===== src/rtl/serial_transmitter_if.sv =====
// Handshake and serial-link bundle for serial_transmitter.
// The host side drives start/data_in and watches status and link lines.
interface serial_transmitter_if #(
    parameter int unsigned DATA_LEN = 24
);
    logic                start;
    logic [DATA_LEN-1:0] data_in;
    logic                busy;
    logic                done;
    logic                sda;
    logic                sclk;

    modport master (
        output start,
        output data_in,
        input  busy,
        input  done,
        input  sda,
        input  sclk
    );

    modport slave (
        input  start,
        input  data_in,
        output busy,
        output done,
        output sda,
        output sclk
    );
endinterface


===== src/rtl/serial_transmitter.sv =====
// Bit-serial frame transmitter: shifts a captured word out MSB first on sda/sclk.
// Each bit spends HALF_DIV cycles in each of SETUP (sclk low), HIGH and HOLD (sclk low).
module serial_transmitter #(
    parameter int unsigned DATA_LEN = 24,
    parameter int unsigned HALF_DIV = 2
) (
    input  logic                 flip_clk,
    input  logic                 reset,
    serial_transmitter_if.slave  bus
);
    localparam int unsigned PHASE_W = $clog2(HALF_DIV + 1);
    localparam int unsigned BIT_W   = $clog2(DATA_LEN + 1);

    localparam logic [PHASE_W-1:0] PHASE_LAST = PHASE_W'(HALF_DIV - 1);
    localparam logic [PHASE_W-1:0] PHASE_ONE  = PHASE_W'(1);
    localparam logic [BIT_W-1:0]   BIT_FIRST  = BIT_W'(DATA_LEN - 1);
    localparam logic [BIT_W-1:0]   BIT_ONE    = BIT_W'(1);

    typedef enum logic [1:0] {
        ST_IDLE,
        ST_SETUP,
        ST_HIGH,
        ST_HOLD
    } state_e;

    state_e              state_q, state_d;
    logic [DATA_LEN-1:0] shift_q, shift_d;
    logic [PHASE_W-1:0]  phase_q, phase_d;
    logic [BIT_W-1:0]    bit_q,   bit_d;
    logic                sda_q,   sda_d;
    logic                sclk_q,  sclk_d;
    logic                busy_q,  busy_d;
    logic                done_q,  done_d;

    logic phase_last;

    always_ff @(posedge flip_clk or negedge reset) begin
        if (!reset) begin
            state_q <= ST_IDLE;
            shift_q <= '0;
            phase_q <= '0;
            bit_q   <= '0;
            sda_q   <= 1'b0;
            sclk_q  <= 1'b0;
            busy_q  <= 1'b0;
            done_q  <= 1'b0;
        end else begin
            state_q <= state_d;
            shift_q <= shift_d;
            phase_q <= phase_d;
            bit_q   <= bit_d;
            sda_q   <= sda_d;
            sclk_q  <= sclk_d;
            busy_q  <= busy_d;
            done_q  <= done_d;
        end
    end

    assign phase_last = (phase_q == PHASE_LAST);

    always_comb begin
        state_d = state_q;
        shift_d = shift_q;
        phase_d = phase_q;
        bit_d   = bit_q;
        sda_d   = sda_q;
        sclk_d  = sclk_q;
        busy_d  = busy_q;
        done_d  = 1'b0;

        unique case (state_q)
            ST_IDLE: begin
                sda_d  = 1'b0;
                sclk_d = 1'b0;
                busy_d = 1'b0;
                if (bus.start) begin
                    shift_d = bus.data_in;
                    sda_d   = bus.data_in[DATA_LEN-1];
                    bit_d   = BIT_FIRST;
                    phase_d = '0;
                    busy_d  = 1'b1;
                    state_d = ST_SETUP;
                end
            end

            ST_SETUP: begin
                if (phase_last) begin
                    phase_d = '0;
                    sclk_d  = 1'b1;
                    state_d = ST_HIGH;
                end else begin
                    phase_d = phase_q + PHASE_ONE;
                end
            end

            ST_HIGH: begin
                if (phase_last) begin
                    phase_d = '0;
                    sclk_d  = 1'b0;
                    state_d = ST_HOLD;
                end else begin
                    phase_d = phase_q + PHASE_ONE;
                end
            end

            ST_HOLD: begin
                if (phase_last) begin
                    phase_d = '0;
                    if (bit_q != '0) begin
                        // Next MSB is taken from the shifted value so DATA_LEN=1 needs no special case.
                        shift_d = shift_q << 1;
                        sda_d   = shift_d[DATA_LEN-1];
                        bit_d   = bit_q - BIT_ONE;
                        state_d = ST_SETUP;
                    end else begin
                        sda_d   = 1'b0;
                        busy_d  = 1'b0;
                        done_d  = 1'b1;
                        state_d = ST_IDLE;
                    end
                end else begin
                    phase_d = phase_q + PHASE_ONE;
                end
            end

            default: begin
                state_d = ST_IDLE;
            end
        endcase
    end

    assign bus.busy = busy_q;
    assign bus.done = done_q;
    assign bus.sda  = sda_q;
    assign bus.sclk = sclk_q;
endmodule

===== src/flat_wrapper.sv =====
// flat-port wrapper written by rule: the top's interface ports become plain ports
module serial_transmitter_flat 
#(
    parameter int unsigned DATA_LEN = 24,
    parameter int unsigned HALF_DIV = 2
)
  (flip_clk, reset, bus_start, bus_data_in, bus_busy, bus_done, bus_sda, bus_sclk);
  serial_transmitter_if #(.DATA_LEN(DATA_LEN)) bus_i ();
  input  logic flip_clk;
  input  logic reset;
  input wire logic [$bits(bus_i.start)-1:0] bus_start;
  input wire logic [$bits(bus_i.data_in)-1:0] bus_data_in;
  output wire logic [$bits(bus_i.busy)-1:0] bus_busy;
  output wire logic [$bits(bus_i.done)-1:0] bus_done;
  output wire logic [$bits(bus_i.sda)-1:0] bus_sda;
  output wire logic [$bits(bus_i.sclk)-1:0] bus_sclk;
  assign bus_i.start = bus_start;
  assign bus_i.data_in = bus_data_in;
  assign bus_busy = bus_i.busy;
  assign bus_done = bus_i.done;
  assign bus_sda = bus_i.sda;
  assign bus_sclk = bus_i.sclk;
  serial_transmitter #(.DATA_LEN(DATA_LEN), .HALF_DIV(HALF_DIV)) u_core (.flip_clk(flip_clk), .reset(reset), .bus(bus_i));
endmodule

===== config.mk =====
export PLATFORM = sky130hd
export DESIGN_NAME = serial_transmitter_flat
export DESIGN_NICKNAME = d
export VERILOG_FILES = /design/src/rtl/serial_transmitter_if.sv /design/src/rtl/serial_transmitter.sv /design/src/flat_wrapper.sv
export SDC_FILE = /design/constraint.sdc
export NUM_CORES = 1
export LEC_CHECK = 0
export CAP_MARGIN = 30
export CELL_PAD_IN_SITES_DETAIL_PLACEMENT = 2
export CELL_PAD_IN_SITES_GLOBAL_PLACEMENT = 2
export CORE_MARGIN = 5
export CORE_UTILIZATION = 35
export CTS_BUF_LIST = sky130_fd_sc_hd__clkbuf_4
export CTS_CLUSTER_SIZE = 16
export DETAILED_ROUTE_END_ITERATION = 10
export PLACE_DENSITY = 0.88
export SLEW_MARGIN = 10
export SYNTH_ARGS = -nofsm -noshare
export SYNTH_HDL_FRONTEND = slang
export SYNTH_SLANG_ARGS = --single-unit

===== constraint.sdc =====
create_clock -name flip_clk -period 2.07 [get_ports flip_clk]
set_input_delay 0.3105 -clock flip_clk [delete_from_list [all_inputs] [get_ports flip_clk]]
set_output_delay 0.3105 -clock flip_clk [all_outputs]
set_load 0.01 [all_outputs]

Word level (Yosys, flattened, before mapping)
Cells that the tools add are included.
Cells by class
  $add $sub $neg: 2
  multiply operators: 0
  div/mod/pow operators: 0
  $lt $le $gt $ge: 0
  equal/unequal tests: 10
  shift operators: 0
  multiplexer cells: 31
  bitwise logic cells: 0
  reductions and logical operators: 10
Operators with widths (number)
  $mux W23: 3
  $pmux W23 S2: 1
  $mux W5: 3
  $mux W1: 12
  $mux W2: 6
  $pmux W5 S2: 1
  $ne A2 B1 Y1 const B: 4
  $pmux W2 S4: 1
  $reduce_and A4 Y1: 2
  $reduce_and A3 Y1: 2
  $reduce_bool A5 Y1: 1
  $sub A5 B1 Y5 const B: 1
  $eq A2 B1 Y1 const B: 2
  $eq A2 B2 Y1 const B: 2
  $ne A2 B2 Y1 const B: 2
  $pmux W1 S2: 2
  $pmux W2 S2: 1
  $pmux W1 S3: 1
  $reduce_bool A3 Y1: 1
  $reduce_or A3 Y1: 1
  $add A2 B1 Y2 const B: 1
  $logic_not A2 Y1: 1
  $reduce_and A2 Y1: 1
  $reduce_bool A2 Y1: 1
Storage, ports and cells
  register bits after elaboration: 36
  bits in latches: 0
  memory bits (writable): 0
  memory bits (read-only): 0
  input port bits: 27
  output and inout port bits: 4
  word-level logic and storage cells: 61
  memories: 0

Depth between registers and ports, before layout
  depth in word-level cells: 4
  gate-level depth with buffers: 7
  depth with buffers taken out: 6

Least setup slack after synthesis
OpenSTA, ideal clock, no wires.
  path kind: register to register
  start: register u_core.state_q[0]
  end: register u_core.shift_q[0]
  setup time: 0.122 ns
  arrival: 1.571 ns
  required time: 1.948 ns
  slack: 0.378 ns
  cell stages (with the launch flop): 8
  path buffers: 1
  period minus slack after synthesis: 1.692 ns
  cell sequence: dfrtp_1 > inv_1 > ha_1 > nor2b_1 > a211oi_4 > buf_4 > nand2_1 > a32o_1
Between the ends
  cells in the longest elaborated chain, start to end: 3
  elaborated cells between the ends (all ways): 8
  classes of those cells: eq/ne: 4; mux: 1; reduce/logical: 3
Ends and longest elaborated chain
  start, declared: line serial_transmitter.sv:26  | state_e state_q, state_d;
  start signal, assigned: line serial_transmitter.sv:48  | state_q <= state_d;
  $eq A2 B2 Y1 or $logic_not A2 Y1 (tied branches): line serial_transmitter.sv:71  | unique case (state_q)
  $ne A2 B1 Y1 (no line), or another cell as far along
  $reduce_and A4 Y1 (no line)
  end signal, assigned: line serial_transmitter.sv:49  | shift_q <= shift_d;
  end, declared: line serial_transmitter.sv:27  | logic [DATA_LEN-1:0] shift_q, shift_d;
Several ways; a longest one is shown, not always the timed one.
A chain may end at the register's enable or synchronous reset.

Worst setup path in the final report
Same ends and word-level chain as after synthesis.

==> metrics.md <==
| Metric | Value |
|---|---|
| Vias in the first global route | `1,682` |
| Clock Latency Late Sink | `0.36 ns` |
| Fraction of layout cells with a size suffix above 1 | `9.62%` |
| Fmax | `511 MHz` |
| Number of placement rows | `26` |
| Status | `complete, no violations` |
| Largest net degree at the start of global routing | `52` |
| Peak VDD IR | `0.564 mV` |
| Core area | `0.00514 mm²` |
| DR iter-0 viols | `75` |
| Tmin final | `1.96 ns` |
| Cell Pwr Density | `1570 mW/mm²` |
| Synthesized flop and latch total | `36` |
| Fin nets | `239` |
| Count of final hold-check violations | `0` |
| Library cells used by synthesis | `29` |
| Final Util | `44.4%` |
| Max FO, Critical Path | `51` |
| Post-DR wirelength/cell | `17.8 µm` |
| Synth area leader | `dfrtp_1` |
| Die ar. | `0.00688 mm²` |
| Cts bufs inserted | `5` |
| Fin Setup TNS | `0 ns` |
| Final period util | `94.4%` |
| Hold buffer count at CTS | `0` |
| Final setup margin | `0.115 ns` |
| I/O Pins | `31` |
| First-pass GRT wire length | `8400 µm` |
| CTS tree | `built` |
| Non-Filler Instances | `278` |
| Antenna fix cells | `0` |
| Setup violators final | `0` |
| HP Class | `primary input to async pin` |
| CTS clk-pin slew, worst paths | `0.14 ns` |
| Placed insts | `270` |
| Initial core utilization | `36.2%` |
| Clk root buf | `clkbuf_4` |
| Max-slew headroom | `44.3%` |
| Die X-Extent | `82.9 µm` |
| Leading cell types in the layout, fill and taps excluded | `dfrtp_1 (36), clkdlybuf4s50_1 (29), a21oi_1 (26), mux2i_1 (24), a31oi_1 (23)` |
| Worst EP required | `2.34 ns` |
| Area grow syn2layout | `22.7%` |
| Reg2Reg Setup Slack | `0.11 ns` |
| TritonRoute pass-1 iters | `4` |
| Synthesized cell area | `0.00186 mm²` |
| Pins Over Slew Limit | `0` |
| Dominant cells by area after synthesis | `dfrtp_1 (48%), mux2i_1 (13%), a31oi_1 (7.7%)` |
| Hold slack | `0.0400 ns` |
| DP Area | `0.00223 mm²` |
| DRC Markers | `0` |
| DRT Wirelength | `4960 µm` |
| Area share of the largest cell type after synthesis | `48.4%` |
| CTS H-tree lvls | `2` |
| Most common cell after layout, fill and taps aside | `dfrtp_1` |
| Crit path capture type | `flip-flop` |
| YS warnings | `0` |
| Setup CP Type | `flip-flop to flip-flop` |
| Synth Net Count | `211` |
| Arr. time, crit path | `2.22 ns` |
| DP Wirelength | `3300 µm` |
| Initial antenna violation count | `0` |
| Antenna-violating nets left | `0` |
| Drt via density | `5.49` |
| FILL cells | `581` |
| Clk_skew | `0.0185 ns` |
| Die Y | `82.9 µm` |
| RR Endpoint | `u_core.shift_q[0]` |
| Total Routing Usage GR | `15.0%` |
| Worst setup SP type | `flip-flop` |
| Worst Tran Pin Value | `0.835 ns` |
| Path depth of the worst reg2reg path | `7` |
| IO buf count | `30` |
| Post-synthesis sequential area ratio | `48.4%` |
| CP Launch Point | `u_core.state_q[0]` |
| Vias | `1,525` |
| DP Worst Slack | `0.130 ns` |
| Post-CTS setup buffers | `0` |
| Avg Inst Size Synth | `10.4 µm²` |
| Final Power | `3.59 mW` |
| Leakage power | `0.937 nW` |
| Final Wtd Congestion | `0.746` |
| Post-Syn Instances | `179` |
| Clock Path Buffers | `2` |
| Post-Layout Inst Area | `0.00228 mm²` |
| Clock Sinks | `36` |
| Total of max-cap violations | `0` |
| Grt ovf | `0` |
| R2r startpoint | `u_core.state_q[0]` |
## worst max-delay path, stage by stage, from the launching register on
cell and delay [ns]:
dfrtp_1 0.46, inv_1 0.11, ha_1 0.28, nor2b_2 0.22, a211oi_4 0.20, buf_12 0.26
nand2_1 0.10, a32o_1 0.24
## area by class of cell
| cell class | count | area (µm²) | area share, % |
|---|---|---|---|
| flip-flops and latches | 36 | 901 | 39.4 |
| multi-input cells | 120 | 857 | 37.5 |
| repair buffers | 36 | 353 | 15.4 |
| well taps | 70 | 87.6 | 3.83 |
| clock buffers | 5 | 37.5 | 1.64 |
| inverters | 8 | 30.0 | 1.31 |
| clock inverters | 3 | 18.8 | 0.821 |
## routing by layer
layer	up-vias	global-route usage [%]	share of wire, %
met3	5	3.07	3.1
met4	0	6.24	1.4
met2	29	24.4	49
li1	717	-	-
met1	774	19.3	46
met5	-	0	0
## power breakdown
group	internal, mW	total, mW	switching (mW)
combinational	0.842	1.91	1.06
sequential	1.04	1.28	0.238
clock	0.131	0.404	0.273
total	2.01	3.59	1.57
## Yosys cell counts
cell type  number
a41o_1          1
nand3_1         2
mux2i_1        24
and3_1          1
a21oi_1        26
o22ai_1         1
clkbuf_1        3
ha_1            5
o21ai_0         2
a32o_1          1
a211oi_4        1
o21a_1          1
a21o_1          1
buf_2           9
inv_1           8
nor3_1          2
a22o_1          2
nor2b_1         2
nand2b_1        2
nor2_1         11
dfrtp_1        36
a22oi_1         3
buf_4           3
a31oi_1        23
a211oi_2        1
a211oi_1        1
nand2_1         4
nor4_1          2
nor4b_4         1
## worst max path at each step
stage / cells after the start / slack [ns] / end
global route: 7 / -0.01 / u_core.shift_q[0]
detailed placement: 7 / 0.13 / u_core.shift_q[0]
finish: 7 / 0.11 / u_core.shift_q[0]
global placement: 7 / 0.24 / u_core.shift_q[0]
floorplan: 7 / 0.38 / u_core.shift_q[0]
CTS: 7 / 0.07 / u_core.state_q[0]
## sequential cells by signal, summed over array words and instances (netlist names)
| name | count |
|---|---|
| u_core.bit_q | 5 |
| u_core.bus.done | 1 |
| u_core.bus.sda | 1 |
| u_core.state_q | 2 |
| u_core.bus.sclk | 1 |
| u_core.phase_q | 2 |
| u_core.bus.busy | 1 |
| u_core.shift_q | 23 |
## timing repair
action	in CTS	in global routing
endpoints found under the setup margin	0	4
gates resized for setup	0	1
hold endpoints to repair	0	0
## kinds of logic (layout without fill, tap and decap cells)
logic type                 count (synthesis)  in the layout  synth area share [%]
DFF                                       36             36                  48.4
and+or+nand+nor                           27             27                  7.73
AOI/OAI and AO/OA                         64             64                  21.8
adders and majority gates                  5              5                  3.36
buffers and inverters                     23             52                  5.85
muxes                                     24             24                  12.9
Power figures use the tool's default switching activity.
